<file path="config.mk">
export PLATFORM = sky130hd
export DESIGN_NAME = uart_pkt_deframer
export DESIGN_NICKNAME = d
export VERILOG_FILES = /design/src/rtl/uart_pkt_pkg.sv /design/src/rtl/sync_fifo.sv /design/src/rtl/uart_pkt_deframer.sv
export SDC_FILE = /design/constraint.sdc
export NUM_CORES = 1
export LEC_CHECK = 0
export ABC_AREA = 1
export ABC_CLOCK_PERIOD_IN_PS = 4200
export CAP_MARGIN = 40
export CORE_MARGIN = 2
export CORE_UTILIZATION = 40
export DETAILED_ROUTE_END_ITERATION = 6
export DONT_BUFFER_PORTS = 1
export PLACE_DENSITY_LB_ADDON = 0.1
export SLEW_MARGIN = 20
export SYNTH_ARGS = -nofsm -noshare
export SYNTH_HDL_FRONTEND = slang
export SYNTH_SLANG_ARGS = --single-unit
</file>
<file path="constraint.sdc">
create_clock -name i_clk -period 4.2 [get_ports i_clk]
set_input_delay 0.21 -clock i_clk [delete_from_list [all_inputs] [get_ports i_clk]]
set_output_delay 0.21 -clock i_clk [all_outputs]
set_load 0.01 [all_outputs]
</file>
<file path="src/rtl/uart_pkt_pkg.sv">
// Shared types for the UART packet deframer: FSM states, status codes, default sync marker.
package uart_pkt_pkg;

  typedef enum logic [2:0] {
    HUNT    = 3'd0,
    CMD     = 3'd1,
    LEN_LO  = 3'd2,
    LEN_HI  = 3'd3,
    PAYLOAD = 3'd4,
    CHK     = 3'd5
  } state_e;

  typedef enum logic [2:0] {
    ERR_NONE = 3'd0,
    ERR_CHK  = 3'd1,
    ERR_FRM  = 3'd2,
    ERR_OVR  = 3'd3,
    ERR_LEN  = 3'd4,
    ERR_TMO  = 3'd5
  } err_e;

  localparam logic [7:0] SYNC_DEFAULT = 8'hA5;

endpackage

</file>
<file path="src/rtl/sync_fifo.sv">
// Same-clock FIFO; a write shows on empty/pop_data the next cycle, push and pop may coincide.
module sync_fifo #(
  parameter int WIDTH = 9,
  parameter int DEPTH = 16
) (
  input  logic             clk,
  input  logic             rst,
  input  logic             push,
  input  logic [WIDTH-1:0] push_data,
  input  logic             pop,
  output logic [WIDTH-1:0] pop_data,
  output logic             empty,
  output logic             full
);

  localparam int AW = $clog2(DEPTH);
  localparam logic [AW:0] FULL_CNT = (AW+1)'(DEPTH);

  logic [WIDTH-1:0] mem [DEPTH];
  logic [AW-1:0]    wr_ptr;
  logic [AW-1:0]    rd_ptr;
  logic [AW:0]      count;
  logic             do_push;
  logic             do_pop;

  assign do_push  = push && !full;
  assign do_pop   = pop && !empty;
  assign empty    = (count == '0);
  assign full     = (count == FULL_CNT);
  assign pop_data = mem[rd_ptr];

  always_ff @(posedge clk) begin
    if (rst) begin
      wr_ptr <= '0;
      rd_ptr <= '0;
      count  <= '0;
    end else begin
      if (do_push) wr_ptr <= wr_ptr + 1'b1;
      if (do_pop)  rd_ptr <= rd_ptr + 1'b1;
      case ({do_push, do_pop})
        2'b10:   count <= count + 1'b1;
        2'b01:   count <= count - 1'b1;
        default: count <= count;
      endcase
    end
  end

  // Storage needs no reset: the pointers alone define what is valid.
  always_ff @(posedge clk) begin
    if (do_push) mem[wr_ptr] <= push_data;
  end

endmodule

</file>
<file path="src/rtl/uart_pkt_deframer.sv">
// Parses SYNC/CMD/LEN/payload/CHK packets from uart_rx into a header strobe,
// a buffered valid/ready payload stream with last marker, and a done/ok/error status strobe.
module uart_pkt_deframer
  import uart_pkt_pkg::*;
#(
  parameter logic [7:0] SYNC_BYTE   = SYNC_DEFAULT,
  parameter int         MAX_LEN     = 4096,
  parameter int         FIFO_DEPTH  = 16,
  parameter int         TIMEOUT_CYC = 1_000_000
) (
  input  logic        i_clk,
  input  logic        i_rst,
  input  logic [7:0]  i_rx_data,
  input  logic        i_rx_valid,
  input  logic        i_rx_frm_err,
  output logic        o_hdr_valid,
  output logic [7:0]  o_cmd,
  output logic [15:0] o_len,
  output logic [7:0]  o_pl_data,
  output logic        o_pl_last,
  output logic        o_pl_valid,
  input  logic        i_pl_ready,
  output logic        o_pkt_done,
  output logic        o_pkt_ok,
  output logic [2:0]  o_err_code
);

  localparam int              TW        = $clog2(TIMEOUT_CYC + 1);
  localparam logic [16:0]     MAX_LEN_W = 17'(MAX_LEN);
  localparam logic [TW-1:0]   TMO_LAST  = TW'(TIMEOUT_CYC - 1);

  state_e        state;
  logic [7:0]    sum;
  logic [7:0]    cmd_r;
  logic [7:0]    len_lo;
  logic [15:0]   remaining;
  logic [TW-1:0] tmo_cnt;
  logic          ovr;

  logic [15:0]   len_rx;
  logic [7:0]    sum_nxt;
  logic          push;
  logic          fifo_full;
  logic          fifo_empty;
  logic [8:0]    fifo_out;

  assign len_rx  = {i_rx_data, len_lo};
  assign sum_nxt = sum + i_rx_data;
  // A byte arriving while full is dropped here; the FSM still counts and sums it.
  assign push    = i_rx_valid && !i_rx_frm_err && (state == PAYLOAD) && !fifo_full;

  sync_fifo #(
    .WIDTH (9),
    .DEPTH (FIFO_DEPTH)
  ) u_fifo (
    .clk       (i_clk),
    .rst       (i_rst),
    .push      (push),
    .push_data ({remaining == 16'd1, i_rx_data}),
    .pop       (i_pl_ready),
    .pop_data  (fifo_out),
    .empty     (fifo_empty),
    .full      (fifo_full)
  );

  assign o_pl_valid = !fifo_empty;
  assign o_pl_last  = fifo_out[8];
  assign o_pl_data  = fifo_out[7:0];

  always_ff @(posedge i_clk) begin
    if (i_rst) begin
      state       <= HUNT;
      sum         <= '0;
      cmd_r       <= '0;
      len_lo      <= '0;
      remaining   <= '0;
      tmo_cnt     <= '0;
      ovr         <= 1'b0;
      o_hdr_valid <= 1'b0;
      o_cmd       <= '0;
      o_len       <= '0;
      o_pkt_done  <= 1'b0;
      o_pkt_ok    <= 1'b0;
      o_err_code  <= ERR_NONE;
    end else begin
      o_hdr_valid <= 1'b0;
      o_pkt_done  <= 1'b0;
      o_pkt_ok    <= 1'b0;
      o_err_code  <= ERR_NONE;
      if (state == HUNT) tmo_cnt <= '0;

      if (i_rx_valid && i_rx_frm_err && (state != HUNT)) begin
        state      <= HUNT;
        o_pkt_done <= 1'b1;
        o_err_code <= ERR_FRM;
      end else if (i_rx_valid) begin
        tmo_cnt <= '0;
        case (state)
          HUNT: begin
            if (i_rx_data == SYNC_BYTE) begin
              state <= CMD;
              ovr   <= 1'b0;
            end
          end
          CMD: begin
            cmd_r <= i_rx_data;
            sum   <= i_rx_data;
            state <= LEN_LO;
          end
          LEN_LO: begin
            len_lo <= i_rx_data;
            sum    <= sum_nxt;
            state  <= LEN_HI;
          end
          LEN_HI: begin
            sum <= sum_nxt;
            if ({1'b0, len_rx} > MAX_LEN_W) begin
              state      <= HUNT;
              o_pkt_done <= 1'b1;
              o_err_code <= ERR_LEN;
            end else begin
              o_cmd       <= cmd_r;
              o_len       <= len_rx;
              o_hdr_valid <= 1'b1;
              remaining   <= len_rx;
              state       <= (len_rx == 16'd0) ? CHK : PAYLOAD;
            end
          end
          PAYLOAD: begin
            sum       <= sum_nxt;
            remaining <= remaining - 16'd1;
            if (fifo_full) ovr <= 1'b1;
            if (remaining == 16'd1) state <= CHK;
          end
          CHK: begin
            state      <= HUNT;
            o_pkt_done <= 1'b1;
            o_pkt_ok   <= !ovr && (i_rx_data == sum);
            o_err_code <= ovr ? ERR_OVR : ((i_rx_data != sum) ? ERR_CHK : ERR_NONE);
          end
          default: state <= HUNT;
        endcase
      end else if (state != HUNT) begin
        if (tmo_cnt == TMO_LAST) begin
          state      <= HUNT;
          o_pkt_done <= 1'b1;
          o_err_code <= ERR_TMO;
        end else begin
          tmo_cnt <= tmo_cnt + 1'b1;
        end
      end
    end
  end

endmodule

</file>
Word level (Yosys, flattened, before mapping) --
Memory sizes are Yosys's and may differ from the RTL's. A register that Yosys moved wholly into a read port is not among the register bits. Index checks and enable logic that the tools add are counted.
Storage, ports and cells: register bits 107, bits in writable memories 144, bits of input ports 13, memories 1
Cells by class: $add $sub $neg 7, order comparisons 1, equality and inequality tests 18, mux-type cells 39, bitwise operators 5, reduce and logical (&&, ||, !) cells 33
Memories:
- u_fifo.mem | depth 16, bits a word 9, read ports 1, clocked after memory_dff 1, write ports 1, RTL line sync_fifo.sv:19 | logic [WIDTH-1:0] mem [DEPTH];
Operator list (number):
- 20-bit two-way mux | 5
- 16-bit one-hot mux with 2 select lines | 1
- 3-bit two-way mux | 10
- 20-bit by 1-bit adder with 20-bit output (second input constant) | 1
- 20-bit == test (second input constant) | 1
- 16-bit by 1-bit == test with 1-bit output (second input constant) | 1
- 16-bit by 13-bit greater-than comparator with 1-bit output (second input constant) | 1
- 16-bit logical NOT | 1
- 16-bit two-way mux | 1
- 8-bit one-hot mux with 2 select lines | 1
- 16-bit by 1-bit subtractor with 16-bit output (second input constant) | 1
- 3-bit one-hot mux with 5 select lines | 1
- 1-bit two-way mux | 12
- 4-bit AND reduction | 3
- 2-bit nonzero test | 6
- 5-bit one-hot mux with 2 select lines | 1
- 3-bit AND reduction | 3
- 4-bit by 1-bit adder with 4-bit output (second input constant) | 2
- 8-bit adder | 1
- 8-bit == test | 1
- 8-bit == test (second input constant) | 1
- 1-bit logical AND | 8
- 4-bit two-way mux | 2
- 8-bit != test | 1
- other kinds (23) | 37

Longest topological paths before layout --
Gate-level depths: netlist of the first run.
word-level depth 7, mapped depth 13, depth with buffers taken out 13

By module --
From an unflattened synthesis of the first run, not the netlist that was laid out.
Unflattened totals: cell total of the unflattened synthesis 1321, area total of the unflattened synthesis 11926.4 sq um
Modules (own cells, without submodules):
- sync_fifo | instances 1, cells each 518, area each 6762.7 sq um
- uart_pkt_deframer | instances 1, cells each 803, area each 5163.7 sq um

Worst setup path before layout of the first run --
OpenSTA, ideal clock, no wires.
path type register to register, start reg state[0], end reg u_fifo.count[3], arrival 2.121 ns, required time 4.085 ns, slack 1.964 ns, stages on the path, launching flop included 14, buffers on the path 0, cell sequence dfxtp_1 -> nor2_4 -> nand2_2 -> nor2_1 -> nand2_1 -> nor2_4 -> inv_2 -> ha_1 -> ha_1 -> a21oi_1 -> nand2_1 -> xor2_1 -> o21ai_0 -> inv_1
On the way: word-level cells in the longest chain between the ends 6, elaborated cells between the ends (all ways) 8, those cells by class eq/ne (3); mux (1); reduce/logical (4)
Ends and longest elaborated chain:
- from (decl) | RTL line uart_pkt_deframer.sv:32 | state_e state;
- from (signal assigned) | RTL line uart_pkt_deframer.sv:126 | state <= (len_rx == 16'd0) ? CHK : PAYLOAD;
- 3-bit == test (*) | RTL line uart_pkt_deframer.sv:50 | assign push = i_rx_valid && !i_rx_frm_err && (state == PAYLOAD) && !fifo_full;
- 1-bit logical AND (*) (2 in series) | RTL line uart_pkt_deframer.sv:50
- 1-bit logical AND (*) | RTL line sync_fifo.sv:26 | assign do_push = push && !full;
- 2-bit by 1-bit == test with 1-bit output / 2-bit == test (equally long branches) | RTL line sync_fifo.sv:40 | case ({do_push, do_pop})
- 5-bit one-hot mux with 2 select lines / 2-bit nonzero test (equally long branches)
- to (signal assigned) | RTL line sync_fifo.sv:41 | 2'b10: count <= count + 1'b1;
- to (signal assigned) | RTL line sync_fifo.sv:42 | 2'b01: count <= count - 1'b1;
- to (signal assigned) | RTL line sync_fifo.sv:43 | default: count <= count;
- to (decl) | RTL line sync_fifo.sv:22 | logic [AW:0] count;
Mark *: on every way between the ends. The rest lies on a longest branch, timed or not. A chain may end at the register's enable or synchronous reset.

Worst setup path after layout of the first run --
start reg state[0], end reg u_fifo.count[4]
Same word-level chain as after synthesis.

==> out/qor.txt, run 1 <==
Status - finished, final reports clean
Row count - 62
Initial antenna violation count - 0
Crit Path Class - flip-flop to flip-flop
H-tree depth - 1
Synthesized Nets - 1361
Post-route ant nets - 0
First-pass GRT wire length - 49200 um
Register clock-pin slew on the reported worst setup and hold paths - 60 ps
Slowest cell on crit path - ha_1
FILL cells - 2767
Max Clock Freq - 372 MHz
Remaining Overflow, GRT - 0
Gate Count Post-Synth - 1327
CP dominant cell by count - nand2_1
Critical path, cell by cell - nor2_4, nand2_2, nor2_1, nand2_1, nor2_4, inv_2, ha_1, ha_1, nand2_1, o21ai_0, xor2_1, nand2_1, a21oi_1
Most used flip-flop cell after synthesis - edfxtp_1
Residual DRC - 0
Port Buffers - 0
Gr usage total - 20.5%
Startpoint class of the critical path - flip-flop
Reg-to-Reg Start - state[0]
# setup viols final - 0
Post-DP HPWL - 19100 um
FF-to-FF path depth - 13
Pin count of the biggest net entering global routing - 73
Nets@finish - 1374
Post-synthesis cell type count - 38
Worst hold path depth - 2
Max-slew violation total from the final report - 0
Final Critical Period - 2690 ps
Reg2Reg Setup Slack - 1510 ps
Pwr/cell area - 548 mW/mm^2
Maxcap violations - 0
Final WL - 31300 um
Full die area - 0.0304 mm^2
Antenna diode count - 0
CTS Sinks - 255
Class of the worst hold path - primary input to flip-flop
Most common cell in the netlist - nand2_1
P&R area growth vs syn - 13.4%
Post-synthesis sequential area ratio - 56.3%
Syn avg cell area - 8.76 um^2
Peak supply drop - 0.308 mV
Least-Margin Pin Slew - 885 ps
Routed len/inst - 17.9 um
Worst Hold End - tmo_cnt[13]
CTS max path bufs - 3
Leakage - 4.89 nW
List of most frequent post-synthesis cells - nand2_1 (284), nor2_1 (220), edfxtp_1 (144)
Initial DRC Count - 705
Period utilization - 64.0%
Initial DRT Pass Iterations - 5
CP max stage delay - 390 ps
CTS root buffer - clkbuf_16
Starting Density - 40.6%
Die Ht - 174 um
Die extent in x - 174 um
Post-Syn Area - 0.0116 mm^2
WP data required - 4690 ps
Synth top area cells - edfxtp_1 (37%), dfxtp_1 (19%), nand2_1 (9.2%)
Reg-to-reg endpoint - u_fifo.count[4]
Vias post-DR - 8997
Core Util, Final - 46.0%
Final hold slack - 8.88 ps
CP arrival - 3180 ps
CTS Buf Count - 29
Number of global-route vias before repair - 8611
Synth warn - 0
Clock skew - 11.3 ps
Vias/cell - 5.15
Clk_lat worst skew - 560 ps
Top-area cell type share of the netlist area - 37.2%
Synth area leader - edfxtp_1
Hold buffers post-CTS - 13
Slew headroom - 40.8%
FF+latch count, synth - 255
Endpoint class of the critical path - flip-flop
Gpl congestion - 0.791
Post_cts resized - 0
Share of cells above drive strength 1 - 7.34%
Hold wc startpoint - i_rst
Core area - 0.0286 mm^2
I/O pins - 53
Final Hold Fails - 0
CTS tree - built
TNS Setup - 0 ps
CP max FO - 14
Post-synthesis async set-or-reset flop share - 0%
EDFF count, synth - 144
Setup Buffers After CTS - 0
RSZ-0062 raised after global routing - false
-- where the power goes --
group / internal (mW) / switching (mW) / leakage [nW] / total (mW)
clock: 1.55 / 1.01 / 0.481 / 2.56
combinational: 0.578 / 1.27 / 2.20 / 1.85
sequential: 2.74 / 0.0777 / 2.21 / 2.82
-- worst max path at each step --
stage	start	endpoint	slack [ps]
after global routing	state[0]	u_fifo.count[4]	1250
after detailed placement	state[0]	u_fifo.count[4]	1530
after floorplan	state[0]	u_fifo.count[3]	1960
after global placement	state[0]	u_fifo.count[3]	1590
after CTS	flip-flop	o_pl_data[4]	1500
final	state[0]	u_fifo.count[4]	1510
-- per-layer routing --
metal	track usage (%)	up-vias	wire, um
met3	4.16	44	1530
met2	33.7	173	14700
met1	27.8	4257	14400
li1	-	4523	-
met5	0	-	0
met4	5.01	0	655
-- logic make-up (layout without fill, tap and decap cells) --
logic type,after synthesis,count (layout),synth area share [%]
XOR/XNOR,14,14,1.06
AND/OR/NAND/NOR,634,634,22.7
AO/OA/AOI/OAI,255,255,12.3
flip-flops,255,255,56.3
adder cells (fa/ha/maj),21,21,2.39
buffers and inverters,148,184,5.25
-- final cells by class --
type / instances / area [um^2] / area share (%)
clock inverter: 10 / 140 / 1.06
timing repair buffer: 38 / 367 / 2.78
inverter: 92 / 345 / 2.62
multi-input combinational: 924 / 4460 / 33.9
sequential: 255 / 6550 / 49.7
clock buffer: 44 / 832 / 6.32
tap: 384 / 480 / 3.65
-- cell usage in the layout (no fill, tap or decap), drive strengths merged --
cell type and n:
nand2 289, nor2 229, edfxtp 144, o21ai 122, dfxtp 111, inv 90
nand3 88, a21oi 86, clkbuf 44, o221ai 29, buf 29, ha 19
nor3 9, xor2 9, dlygate4sd3 9, clkinv 9, o22ai 7, o211ai 7
nand3b 7, nand4 6, xnor2 5, or2 3, bufinv 3, nor4 2
a221oi 2, fa 2, a31oi 1, nor3b 1, o21bai 1
-- stage by stage --
stage                     worst slack (ps)  instances  total power [mW]  area, um^2
after floorplan                       1960       1327              4.21       11600
after global placement                1590       1663              4.61       11900
after detailed placement              1530       1669              4.65       12000
after CTS                             1500       1736              7.28       13100
after global routing                  1250       1747              7.66       13200
final                                 1510       1747              7.23       13200
-- sequential cells by signal, indices dropped and copies added, names as in the netlist, 3 cells and up, named ones only --
register and count:
u_fifo.count 5, u_fifo.rd_ptr 4, len_lo 8, remaining 16, o_len 16, o_err_code 3, sum 8, o_cmd 8
cmd_r 8, tmo_cnt 20, u_fifo.wr_ptr 4, u_fifo.mem 144, state 3
-- worst max-delay path: cells and delay by family (launching register included) --
| kind | cells | cell delay (ps) |
|---|---|---|
| AO/OA/AOI/OAI | 2 | 310 |
| XOR/XNOR | 1 | 160 |
| adder cells (fa/ha/maj) | 2 | 660 |
| buffers and inverters | 1 | 100 |
| flip-flops | 1 | 350 |
| AND/OR/NAND/NOR | 7 | 1020 |
No activity file was read; power rests on OpenSTA's default activity.
==> run 2: changes to the inputs <==
ABC_AREA = 0   (was 1)
ABC_CLOCK_PERIOD_IN_PS = 2600   (was 4200)
clock period = 2.6 ns   (was 4.2 ns; I/O delays follow)
==> out/qor.txt, run 2 <==
Status - finished, final reports clean
Nets@finish - 1035 (-25%)
First-pass GRT wire length - 44100 um (-11%)
Most used flip-flop cell after synthesis - edfxtp_1
Syn avg cell area - 12.1 um^2 (+38%)
Initial antenna violation count - 3 (+3)
Initial DRT Pass Iterations - 5 (unchanged)
CP arrival - 2940 ps (-240 ps)
Starting Density - 40.8% (+0.16 points)
Top flop regs - u_fifo.mem (144), tmo_cnt (20)
Port Buffers - 0 (unchanged)
Vias/cell - 5.60 (+8.6%)
Least-Margin Pin Slew - 796 ps (-89.0 ps)
Maxcap violations - 0 (unchanged)
CTS Sinks - 255 (unchanged)
Pwr Total - 8.34 mW (+15%)
Most common cell in the netlist - edfxtp_1
Post-DP HPWL - 16800 um (-12%)
Clock skew - 12.3 ps (+0.970 ps)
Pin count of the biggest net entering global routing - 54 (-26%)
Slowest cell on crit path - fa_2
Number of flip-flops in the largest register - 144 (unchanged)
Critical path, cell by cell - nor4_4, buf_4, a21oi_4, inv_1, ha_4, inv_1, fa_2, nor2b_2, o21ai_1, and3_1, nor3_2, xnor2_1, nor2_1
Remaining Overflow, GRT - 0 (unchanged)
CP bufs+invs - 3 (+2)
Final Critical Period - 2520 ps (-168 ps)
Share of cells above drive strength 1 - 15.7% (+8.3 points)
CTS max path bufs - 3 (unchanged)
Residual DRC - 0 (unchanged)
Row count - 60 (-3.2%)
Clk_lat worst skew - 550 ps (about the same)
Routed len/inst - 20.7 um (+15%)
Die Ht - 170 um (-2.7%)
Commonest cells after routing, fill and taps aside - edfxtp_1 (144), dfxtp_1 (108), nand2_1 (89), nor2_1 (89), a21oi_1 (70)
RSZ-0062 raised after global routing - true
Initial DRC Count - 581 (-18%)
I/O pins - 53 (unchanged)
Die extent in x - 170 um (-2.7%)
Class of the worst hold path - primary input to flip-flop
Leakage - 4.57 nW (-6.4%)
TNS Setup - 0 ps (unchanged)
Register clock-pin slew on the reported worst setup and hold paths - 60 ps (about the same)
Top-area cell type share of the netlist area - 39.4% (+2.2 points)
Post-route ant nets - 0 (unchanged)
Crit Path Class - flip-flop to flip-flop
Antenna diode count - 0 (unchanged)
Synth warn - 0 (unchanged)
Gpl congestion - 0.785 (-0.85%)
Peak supply drop - 0.400 mV (+30%)
CP dominant cell by count - inv_1
Final WL - 28200 um (-10%)
Core area - 0.0270 mm^2 (-5.8%)
Synth top area cells - edfxtp_1 (39%), dfxtp_1 (20%), mux4_2 (9.2%)
Post-synthesis cell type count - 60 (+58%)
Gate Count Post-Synth - 907 (-32%)
Vias post-DR - 7626 (-15%)
Max-slew violation total from the final report - 0 (unchanged)
Slew headroom - 46.7% (+6.0 points)
Full die area - 0.0288 mm^2 (-5.4%)
Commonest non-fill, non-tap cell in the layout - edfxtp_1
Crit-path leading delay family - simple AND/OR/NAND/NOR gates
Largest Register - u_fifo.mem
CTS root buffer - clkbuf_16
EDFF count, synth - 144 (unchanged)
Max Clock Freq - 397 MHz (+6.7%)
Post-synthesis sequential area ratio - 59.6% (+3.3 points)
P&R area growth vs syn - 21.0%
Startpoint class of the critical path - flip-flop
Post-Syn Area - 0.0110 mm^2 (-5.5%)
WP data required - 3020 ps (-1670 ps)
FF+latch count, synth - 255 (unchanged)
H-tree depth - 1 (unchanged)
Final Hold Fails - 0 (unchanged)
Gr usage total - 19.8% (-0.68 points)
CP max stage delay - 360 ps (-30 ps)
Period utilization - 96.9% (+33 points)
Number of global-route vias before repair - 7773 (-9.7%)
CP max FO - 4 (-10)
List of most frequent post-synthesis cells - edfxtp_1 (144), dfxtp_1 (111), nand2_1 (90), nor2_1 (90), a21oi_1 (70)
CTS Buf Count - 28 (-3.4%)
# setup viols final - 0 (unchanged)
CTS tree - built
Endpoint class of the critical path - flip-flop
Post-synthesis async set-or-reset flop share - 0% (unchanged)
Synth area leader - edfxtp_1
Synthesized Nets - 941 (-31%)
Pwr/cell area - 628 mW/mm^2 (+14%)
run 2: changes by cell type after synthesis, moves of 8 or more:
cell      before  now
nand2b_1       0   12
nand2_1      284   90
o221ai_1      29    0
a21oi_1       86   70
o21ai_0      118   44
nor4_1         2   10
inv_1         85   22
mux2i_1        0   20
nand3_1       84   20
mux4_2         0   45
nor2_1       220   90
nor3_1         9   21
run 2: repair_timing:
action	in CTS	in global routing
pin swaps	1	1
buffers inserted	5	1
setup endpoints to repair	1	8
hold buffers	66	1
endpoints found under the hold margin	239	7
gates resized for setup	2	12
run 2: power by group:
part           internal, mW  switching, mW
Sequential             4.25        0.00179
Combinational        0.0524         0.0983
Clock                  2.36           1.58
Total                  6.66           1.68
run 2: worst reg2reg max path, delay by kind of cell, from the launching register on:
kind	cells	cell delay, ps
and+or+nand+nor	5	900
buffers and inverters	3	360
DFF	1	350
AOI/OAI and AO/OA	2	150
xor gates and xnor gates	1	140
adders and majority gates	2	520
run 2: layout make-up:
type / instances / area (um^2)
clock buffer: 42 / 813
sequential: 255 / 6550
timing repair buffer: 113 / 1060
clock inverter: 9 / 121
tap: 341 / 427
inverter: 22 / 82.6
multi-input combinational: 581 / 4240
fill: 2378 / 13700
run 2: path summary, 6_finish.rpt:
path,slack (ps),end,cells past startpoint,start
setup / recovery,80,u_fifo.count[4],13,u_fifo.count[3]
hold / removal,30,remaining[12],4,i_rx_valid
setup reg to reg,80,u_fifo.count[4],13,u_fifo.count[3]
hold reg to reg,460,o_cmd[1],2,cmd_r[1]
run 2: metal layers:
layer | wire, um | vias up | global-route usage [%]
met3 | 1260 | 38 | 2.92
li1 | - | 3582 | -
met5 | 0 | - | 0
met4 | 572 | 0 | 4.87
met2 | 14300 | 173 | 35.4
met1 | 12100 | 3833 | 25.4
run 2: kinds of logic (layout without fill, tap and decap cells):
logic type	after synthesis	after routing	share of synthesized area (%)
simple gates	309	309	13.8
flops	255	255	59.6
xor+xnor	17	17	1.36
mux	65	65	11.1
fa+ha+maj	21	21	2.53
buf+inv	71	186	2.52
compound gates	169	169	9.16
run 2: per-stage QoR:
| step | hold slack (ps) | utilization, % | instance area (um^2) | cells | setup WS, ps |
|---|---|---|---|---|---|
| floorplan | 229 | - | 11000 | 907 | 23.2 |
| global placement | 212 | 42.9 | 11600 | 1237 | 148 |
| detailed placement | 214 | 42.9 | 11600 | 1237 | -44.2 |
| CTS | 14.8 | 49.0 | 13200 | 1359 | 0.382 |
| global route | 45.0 | 49.3 | 13300 | 1363 | -1.87 |
| finish | 34.4 | 49.3 | 13300 | 1363 | 80.1 |
==> run 3: changes to the inputs <==
CORE_ASPECT_RATIO = 0.6   (was not set)
CORE_UTILIZATION = 25   (was 40)
SKIP_CTS_REPAIR_TIMING = 1   (was not set)
==> out/qor.txt, run 3 (synthesized netlist as in run 2, its figures left out) <==
Largest Register - u_fifo.mem
Pwr/cell area - 634 mW/mm^2 (+0.93%)
CTS max path bufs - 3 (unchanged)
Startpoint class of the critical path - flip-flop
Initial DRT Pass Iterations - 5 (unchanged)
Peak supply drop - 0.473 mV (+18%)
Gpl congestion - 0.733 (-6.6%)
Least-Margin Pin Slew - 962 ps (+166 ps)
Commonest cells after routing, fill and taps aside - edfxtp_1 (144), dfxtp_1 (108), nor2_1 (90)
Number of flip-flops in the largest register - 144 (unchanged)
Die extent in x - 275 um (+62%)
Status - finished, violations left
# setup viols final - 0 (unchanged)
Max Clock Freq - 403 MHz (+1.5%)
P&R area growth vs syn - 24.1%
H-tree depth - 1 (unchanged)
Clk_lat worst skew - 570 ps (+20 ps)
Maxcap violations - 0 (unchanged)
CTS root buffer - clkbuf_16
Top flop regs - u_fifo.mem (144), tmo_cnt (20)
Final Critical Period - 2480 ps (-36.9 ps)
Initial DRC Count - 640 (+10%)
CP dominant cell by count - mux4_2
Final WL - 33500 um (+19%)
Share of cells above drive strength 1 - 16.9% (+1.2 points)
CP max stage delay - 610 ps (+250 ps)
Crit Path Class - flip-flop to output pin
CTS Sinks - 255 (unchanged)
Initial antenna violation count - 7 (+4)
CP arrival - 2350 ps (-590 ps)
WP data required - 2470 ps (-550 ps)
Nets@finish - 1031 (-0.39%)
Routed len/inst - 21.0 um (+1.6%)
Vias post-DR - 7622 (-0.052%)
Final hold slack - -347 ps (-381 ps)
Inst Count DP - 1486 (+20%)
Core area - 0.0433 mm^2 (+61%)
Critical path, cell by cell - buf_16, mux4_2, mux4_2
Port Buffers - 0 (unchanged)
Final Hold Fails - 74 (+74)
Starting Density - 25.3% (-15 points)
Final cell count without fillers - 1597 (+17%)
I/O pins - 53 (unchanged)
Max-slew violation total from the final report - 0 (unchanged)
Clock skew - 20.4 ps (+8.17 ps)
Number of global-route vias before repair - 7228 (-7.0%)
CP bufs+invs - 1 (-2)
Post-DP HPWL - 20300 um (+21%)
Row count - 59 (-1.7%)
Remaining Overflow, GRT - 0 (unchanged)
Die Ht - 166 um (-2.0%)
Crit-path leading delay family - multiplexers
Register clock-pin slew on the reported worst setup and hold paths - 60 ps (about the same)
Commonest non-fill, non-tap cell in the layout - edfxtp_1
Vias/cell - 4.77 (-15%)
Slew headroom - 35.6% (-11 points)
Gr usage total - 13.9% (-6.0 points)
Endpoint class of the critical path - output pin
Full die area - 0.0457 mm^2 (+59%)
Slowest cell on crit path - mux4_2
Class of the worst hold path - primary input to flip-flop
Antenna diode count - 0 (unchanged)
First-pass GRT wire length - 47800 um (+8.5%)
Pin count of the biggest net entering global routing - 103 (+91%)
Failing checks - negative hold slack
CTS tree - built
Period utilization - 95.5% (-1.4 points)
CP max FO - 9 (+5)
CTS Buf Count - 28 (unchanged)
Post-route ant nets - 0 (unchanged)
Leakage - 4.62 nW (+1.0%)
Residual DRC - 0 (unchanged)
==> run 3: final cells by class <==
class	count	area [um^2]
fillers	4338	29700
flip-flops and latches	255	6550
multi-input cells	581	4230
repair buffers	109	1050
clock buffers	32	736
well taps	579	724
clock inverters	19	249
inverters	22	82.6
==> run 3: path summary, 6_finish.rpt <==
check	start	to	slack [ps]	cells after the start
worst max-delay path	flip-flop	o_pl_data[5]	120	3
worst min-delay path	i_rst	tmo_cnt[18]	-350	1
worst max register to register	state[0]	cmd_r[3]	130	6
worst min register to register	cmd_r[7]	o_cmd[7]	440	2
==> run 3: layer usage <==
| metal | global-route usage (%) | vias to the layer above | routed length, um |
|---|---|---|---|
| met3 | 2.85 | 34 | 1850 |
| met1 | 22.9 | 3829 | 18000 |
| met4 | 2.67 | 0 | 550 |
| met2 | 18.0 | 178 | 13200 |
| li1 | - | 3581 | - |
| met5 | 0 | - | 0 |
==> run 3: metrics by stage <==
step | utilization (%) | power [mW] | setup slack (ps) | setup TNS, ps | cell area (um^2)
detailed placement | 27.6 | 4.41 | 72.0 | 0 | 12000
floorplan | - | 4.41 | 23.2 | 0 | 11000
global placement | 27.6 | 4.41 | 130 | 0 | 12000
finish | 31.5 | 8.64 | 117 | 0 | 13600
global route | 31.5 | 8.94 | -41.2 | -41.2 | 13600
CTS | 29.9 | 8.70 | -24.1 | -31.1 | 13000
==> run 3: worst reg2reg max path, delay by kind of cell, from the launching register on <==
family                 cells  cell delay, ps
flip-flops                 1             340
buffers and inverters      3             900
multiplexers               1             260
AND/OR/NAND/NOR            2             870
==> run 3: report_power, final <==
group | switching [mW] | internal [mW]
Sequential | 0.00153 | 4.25
Combinational | 0.0938 | 0.0504
Clock | 1.71 | 2.53
Total | 1.80 | 6.83
